==> config.mk <==
export PLATFORM = sky130hd
export DESIGN_NAME = pll_lock_sequencer
export DESIGN_NICKNAME = d
export VERILOG_FILES = /design/src/rtl/pll_lock_sequencer.sv
export SDC_FILE = /design/constraint.sdc
export NUM_CORES = 1
export LEC_CHECK = 0
export BUFFER_PORTS_ARGS = -buffer_cell sky130_fd_sc_hd__buf_2
export CELL_PAD_IN_SITES_DETAIL_PLACEMENT = 0
export CELL_PAD_IN_SITES_GLOBAL_PLACEMENT = 1
export CORE_UTILIZATION = 45
export DETAILED_ROUTE_END_ITERATION = 10
export GPL_ROUTABILITY_DRIVEN = 0
export PLACE_DENSITY_LB_ADDON = 0.1
export SLEW_MARGIN = 25
export SYNTH_ARGS = -nofsm -noshare
export SYNTH_HDL_FRONTEND = slang
export SYNTH_SLANG_ARGS = --single-unit
export TNS_END_PERCENT = 20
==> constraint.sdc <==
create_clock -name inclock -period 2.38 [get_ports inclock]
set_input_delay 0.238 -clock inclock [delete_from_list [all_inputs] [get_ports inclock]]
set_output_delay 0.238 -clock inclock [all_outputs]
set_load 0.01 [all_outputs]
==> src/rtl/pll_lock_sequencer.sv <==
// rtl/pll_lock_sequencer.sv - PLL start-up and lock supervision sequencer
//
// Purpose: pulses the PLL reset, waits for lock, qualifies lock as stable, then
// releases the system reset. Sustained loss of lock (or a relock request) drops
// the system reset and re-sequences. Lock losses and lock timeouts are counted.
//
// Ports:
//   inclock      in   reference clock, clocks all logic here
//   rst_n        in   asynchronous active-low reset
//   locked       in   PLL lock flag (asynchronous, synchronised internally)
//   relock_req   in   single-cycle pulse, force full re-sequence
//   clr_cnt      in   single-cycle pulse, clear both event counters
//   pll_areset   out  PLL reset, active-high
//   sys_rst_n    out  system reset, active-low, released only in RUN
//   pll_ok       out  high only in RUN
//   seq_state    out  00 RESET_PLL, 01 WAIT_LOCK, 10 STABLE, 11 RUN
//   loss_cnt     out  saturating count of lock losses in RUN
//   timeout_cnt  out  saturating count of WAIT_LOCK timeouts

module pll_lock_sequencer #(
    parameter int ARESET_CYCLES = 16,
    parameter int LOCK_TIMEOUT  = 4096,
    parameter int STABLE_CYCLES = 1024,
    parameter int GLITCH_CYCLES = 4,
    parameter int TMR_W         = 16,
    parameter int CNT_W         = 8
) (
    input  logic             inclock,
    input  logic             rst_n,
    input  logic             locked,
    input  logic             relock_req,
    input  logic             clr_cnt,
    output logic             pll_areset,
    output logic             sys_rst_n,
    output logic             pll_ok,
    output logic [1:0]       seq_state,
    output logic [CNT_W-1:0] loss_cnt,
    output logic [CNT_W-1:0] timeout_cnt
);

    typedef enum logic [1:0] {
        S_RESET_PLL = 2'b00,
        S_WAIT_LOCK = 2'b01,
        S_STABLE    = 2'b10,
        S_RUN       = 2'b11
    } state_e;

    localparam logic [TMR_W-1:0] ARESET_LAST = TMR_W'(ARESET_CYCLES - 1);
    localparam logic [TMR_W-1:0] TMO_LAST    = TMR_W'(LOCK_TIMEOUT - 1);
    localparam logic [TMR_W-1:0] STABLE_LAST = TMR_W'(STABLE_CYCLES - 1);
    localparam logic [TMR_W-1:0] GLITCH_LAST = TMR_W'(GLITCH_CYCLES - 1);
    localparam logic [CNT_W-1:0] CNT_MAX     = '1;

    state_e           state_q, state_d;
    logic [TMR_W-1:0] timer_q, timer_d;
    logic [CNT_W-1:0] loss_q, loss_d;
    logic [CNT_W-1:0] tmo_q, tmo_d;
    logic             sync1_q, sync2_q;
    logic             areset_q, areset_d;
    logic             sysrst_q, sysrst_d;
    logic             ok_q, ok_d;
    logic             loss_inc, tmo_inc;
    logic             lk;

    assign lk = sync2_q;

    always_comb begin
        state_d  = state_q;
        timer_d  = timer_q;
        loss_inc = 1'b0;
        tmo_inc  = 1'b0;

        case (state_q)
            S_RESET_PLL: begin
                if (timer_q == ARESET_LAST) begin
                    state_d = S_WAIT_LOCK;
                    timer_d = '0;
                end else begin
                    timer_d = timer_q + TMR_W'(1);
                end
            end
            S_WAIT_LOCK: begin
                if (lk) begin
                    state_d = S_STABLE;
                    timer_d = '0;
                end else if (timer_q == TMO_LAST) begin
                    state_d = S_RESET_PLL;
                    timer_d = '0;
                    tmo_inc = 1'b1;
                end else begin
                    timer_d = timer_q + TMR_W'(1);
                end
            end
            S_STABLE: begin
                if (!lk) begin
                    state_d = S_WAIT_LOCK;
                    timer_d = '0;
                end else if (timer_q == STABLE_LAST) begin
                    state_d = S_RUN;
                    timer_d = '0;
                end else begin
                    timer_d = timer_q + TMR_W'(1);
                end
            end
            S_RUN: begin
                // In RUN the timer counts consecutive unlocked cycles.
                if (lk) begin
                    timer_d = '0;
                end else if (timer_q == GLITCH_LAST) begin
                    state_d  = S_RESET_PLL;
                    timer_d  = '0;
                    loss_inc = 1'b1;
                end else begin
                    timer_d = timer_q + TMR_W'(1);
                end
            end
            default: begin
                state_d = S_RESET_PLL;
                timer_d = '0;
            end
        endcase

        // A relock request overrides whatever the state wanted, including
        // a same-cycle loss or timeout, and is never counted.
        if (relock_req) begin
            state_d  = S_RESET_PLL;
            timer_d  = '0;
            loss_inc = 1'b0;
            tmo_inc  = 1'b0;
        end

        loss_d = loss_q;
        if (clr_cnt) begin
            loss_d = '0;
        end else if (loss_inc && loss_q != CNT_MAX) begin
            loss_d = loss_q + CNT_W'(1);
        end

        tmo_d = tmo_q;
        if (clr_cnt) begin
            tmo_d = '0;
        end else if (tmo_inc && tmo_q != CNT_MAX) begin
            tmo_d = tmo_q + CNT_W'(1);
        end

        // Outputs decoded from the next state so they change on the same edge.
        areset_d = (state_d == S_RESET_PLL);
        sysrst_d = (state_d == S_RUN);
        ok_d     = (state_d == S_RUN);
    end

    always_ff @(posedge inclock or negedge rst_n) begin
        if (!rst_n) begin
            state_q  <= S_RESET_PLL;
            timer_q  <= '0;
            loss_q   <= '0;
            tmo_q    <= '0;
            sync1_q  <= 1'b0;
            sync2_q  <= 1'b0;
            areset_q <= 1'b1;
            sysrst_q <= 1'b0;
            ok_q     <= 1'b0;
        end else begin
            state_q  <= state_d;
            timer_q  <= timer_d;
            loss_q   <= loss_d;
            tmo_q    <= tmo_d;
            sync1_q  <= locked;
            sync2_q  <= sync1_q;
            areset_q <= areset_d;
            sysrst_q <= sysrst_d;
            ok_q     <= ok_d;
        end
    end

    assign pll_areset  = areset_q;
    assign sys_rst_n   = sysrst_q;
    assign pll_ok      = ok_q;
    assign seq_state   = state_q;
    assign loss_cnt    = loss_q;
    assign timeout_cnt = tmo_q;

endmodule

Word level (Yosys, flattened, before mapping)
Index checks and enable logic that the tools add are counted.
Cells by class
  reductions and logical operators: 6
  multiplexer cells: 30
  equality and inequality tests: 10
  $add $sub $neg: 3
Operators with widths (count)
  two-way mux 16 bit: 8
  one-hot mux 16 bit (4 select lines): 1
  two-way mux 8 bit: 4
  adder 16 x 1 -> 16 bit, second input constant: 1
  adder 8 x 1 -> 8 bit, second input constant: 2
  equality test 16 x 10 -> 1 bit, second input constant: 1
  equality test 16 x 12 -> 1 bit, second input constant: 1
  equality test 16 x 2 -> 1 bit, second input constant: 1
  equality test 16 x 4 -> 1 bit, second input constant: 1
  two-way mux 2 bit: 8
  != test 8 bit, second input constant: 2
  two-way mux 1 bit: 8
  one-hot mux 2 bit (4 select lines): 1
  equality test 2 bit, second input constant: 3
  logical NOT 2 bit: 2
  nonzero test 2 bit: 2
  equality test 2 x 1 -> 1 bit, second input constant: 1
  logical AND 1 bit: 2
Storage, ports and cells
  word-level logic and storage cells: 57
  input bits: 5
  output and inout port bits: 21
  flip-flop bits (word level): 38

Depth between registers and ports, before layout
  word-level depth: 8
  mapped depth: 8
  mapped depth without buffers: 6

Least setup slack after synthesis
OpenSTA, ideal clock, no wires.
  path type: register -> register
  start: reg timer_q[0]
  end: reg timer_q[14]
  stages on the path, launching flop included: 9
  clock period less this slack: 1950 ps
  path slack: 430 ps
  data required time: 2261 ps
  setup time: 119 ps
  arrival time: 1831 ps
  buffers on the path: 2
  cells stage by stage: dfrtp_1 ha_1 and3_1 buf_2 and4_2 o21ai_1 a221oi_4 buf_6 nor2_2
On the way
  cells in the longest elaborated chain, start to end: 5
  elaborated cells on any way between the ends: 14
  classes of those cells: add/sub (1); eq/ne (4); mux (9)
Ends and longest elaborated chain
  start: declaration: RTL line 55  | logic [TMR_W-1:0] timer_q, timer_d;
  start signal: assignment: RTL line 165  | timer_q <= timer_d;
  adder 16 x 1 -> 16 bit, or another cell as far along
  two-way mux 16 bit, on equally long branches: RTL line 109, 86, 98
  two-way mux 16 bit, on equally long branches: RTL line 107, 83, 95
  one-hot mux 16 bit (4 select lines) (*): RTL line 73  | case (state_q)
  two-way mux 16 bit (*): RTL line 125  | if (relock_req) begin
  via timer_d[14]: RTL line 55
The timed path passes the listed nets; every way through them passes the cells marked *.
A chain may end at the register's enable or synchronous reset.

Worst setup path in the final report
  start: reg timer_q[0]
  end: reg timer_q[15]
The elaborated chain is that of the path after synthesis.

==> metrics.txt <==
Post-Synth Adder-Cell Area=1.90%; FF+latch count, synth=38; final count of negative-setup-slack endpoints=0; Yosys warnings=0; largest net degree at the start of global routing=39; XOR/XNOR share of the synthesized area=10.6%; first-pass GRT wire length=6.45 mm; total power=1120 uW; Nets=223; Least-Margin Pin Slew=0.829 ns; syn_area_per_cell=10.6 sq um; Die Y=68.3 microns; ranking of synthesized cells by area=dfrtp_1 47%, xor2_1 6.2%, xnor2_1 4.4%, nor2_1 3.6%, nor2_2 3.2%; Overflow after GRT=0; count leader, synth=dfrtp_1; switching power=246 uW; P&R area growth vs syn=12.5%; worst-path maximum fanout=16; sequential power share=58.9%; Clk network pwr share=37.2%; Crit path arrival time=2.32 ns; syn_nets=195; Post-Syn Area=0.00198 sq mm; WHS=0.0492 ns; number of gates resized after cts=0; PwrDens=503 mW/mm^2; core region area=0.00412 sq mm; Antenna Nets Post-Route=0; Async SR Flop Fraction=100%; Max Freq=465 MHz; critical path's largest stage delay=0.41 ns; GRT Total Usage=19.3%; Die Area=0.00466 sq mm; synth cell count leaders=37 x dfrtp_1, 19 x nor2_1, 14 x xor2_1, 11 x nand3_1; vias in the first global route=1402; simple-gate share of the synthesized area=29.9%; TNS Setup=0 ns; Compound-Gate Fraction of Synth Area=5.95%; worst-skew pair later-pin latency=0.29 ns; Final Hold Viols=0; drt pass-1 iters=4; status=finished, final reports clean; Post-CTS Hold Fix Bufs=0; mux cell area share after synthesis=1.01%; max capacitance violation total=0; Reg clk slew, reported paths=0.07 ns; clock sinks=38; Initial Util=48.0%; Ports=26; Cell Chain, Critical Path=ha_1, and3_1, and4_2, o21ai_1, a221oi_4, buf_4, nor2_1; total number of vias=1475; TritonCTS Buffers=5; HP Class=input pin to async pin; Rel. slew slack=44.7%; crit share post-route=90.4%; dpl hpwl=2.72 mm; Slew Limit Fails=0; P_leak=0.00100 uW; initial antenna violation count=0; Main synth FF type=dfrtp_1; Routed wire per std cell=14.3 microns; H-tree levels=2; switching fraction of total power=22.0%; Cells after Synth=187; number of flops mapped to enable cells by yosys=0; crit end category=flop; final core occ=54.0%; RSZ-0062 raised after global routing=no; Die X=68.3 microns; maximum vdd ir drop=0.000304 V; largest family of logic cells by synthesized area=simple AND/OR/NAND/NOR gates; Synth top area share=46.8%; DRC viols=0; final worst path period need=2.15 ns; fraction of layout cells with a size suffix above 1=25.0%; dominant cell type by area after synthesis=dfrtp_1; FP Rows=23; routed vias/inst=5.55; Layout Skew=0.00676 ns; library cells used by synthesis=43; buffers added on ports=25; Internal=872 uW; DRT iter0 DRCs=59; WP data required=2.54 ns; # Post-CTS Setup Buffers=0; critical path type=flop to flop; Antenna Cells=0; Seq/Total Area, Yosys=48.2%; Comb power frac=3.9%; CP Launch Type=flop; Critical path buffers and inverters=1; cell type of the slowest stage on the worst timing path=dfrtp_1; TritonCTS clock tree=built; CP delay by family, top=simple AND/OR/NAND/NOR gates; Total Wirelength=3.81 mm; maximum root-to-sink buffer count=2; root buf cell=clkbuf_8
## flip-flops by register name, indices dropped and copies added, names as in the netlist
signal	flops
pll_ok	1
seq_state	2
loss_cnt	8
timeout_cnt	8
lk	1
pll_areset	1
timer_q	16
sync1_q	1
## area by class of cell
type	instances	area (sq um)
inverters	3	11.3
clock buffers	8	80.1
multi-input cells	140	977
repair buffers	27	140
fillers	388	1890
flip-flops and latches	38	952
well taps	50	62.6
## power by group through the flow
stage	logic [uW]	clock network (uW)	registers [uW]
after floorplan	24.3	0	669
after global placement	45.2	0	670
after detailed placement	45.2	0	671
after CTS	45.5	434	659
after global routing	51.4	461	659
final	43.7	415	659
## placed cells by master, fill, tap and decap left out, types with 2 or more instances in the layout
cell type / n
buf_2: 25
o21ai_0: 5
nor4b_1: 4
and4_1: 3
nand4_1: 6
mux2i_1: 2
nor2_2: 10
inv_1: 3
or3_1: 4
nor4_1: 8
dfrtp_1: 37
nand2_1: 8
nor2_1: 19
clkbuf_1: 3
xnor2_1: 10
clkbuf_8: 5
buf_4: 2
and4_2: 2
a21oi_1: 4
and3_1: 5
nand3_1: 11
xor2_1: 14
nor3_1: 3
nor2b_1: 3
ha_1: 3
## per-stage QoR
stage,instance area [sq um],worst slack (ns),cells
CTS,2220,0.210,266
global route,2220,0.0702,266
finish,2220,0.228,266
floorplan,1980,0.430,187
global placement,2140,0.300,258
detailed placement,2140,0.230,258
## kinds of logic (layout without fill, tap and decap cells)
kind of cell             count (synthesis)  in the layout
AND/OR/NAND/NOR                         96             96
flip-flops                              38             38
XOR/XNOR                                24             24
AO/OA/AOI/OAI                           15             15
buffers and inverters                    9             38
adder cells (fa/ha/maj)                  3              3
multiplexers                             2              2
## final timing paths
| check | from | end | slack, ns | depth (start not counted) |
|---|---|---|---|---|
| min in group inclock | locked | sync1_q$_DFF_PN0_ | 0.06 | 1 |
| min | rst_n | timeout_cnt[4]$_DFFE_PN0P_ | 0.05 | 1 |
| max in group asynchronous | rst_n | timeout_cnt[0]$_DFFE_PN0P_ | 1.81 | 1 |
| min reg2reg | sync1_q$_DFF_PN0_ | lk$_DFF_PN0_ | 0.35 | 0 |
| max | timer_q[0]$_DFF_PN0_ | timer_q[15]$_DFF_PN0_ | 0.23 | 7 |
| max reg2reg | timer_q[0]$_DFF_PN0_ | timer_q[15]$_DFF_PN0_ | 0.23 | 7 |
## routing by layer
metal	share of wire [%]	vias to the layer above	GRT usage, %
met1	45	714	22.7
met4	1.7	0	7.81
li1	-	725	-
met2	50	30	33.1
met5	0	-	0
met3	3.8	6	5.00
(Power assumes the default switching activity.)
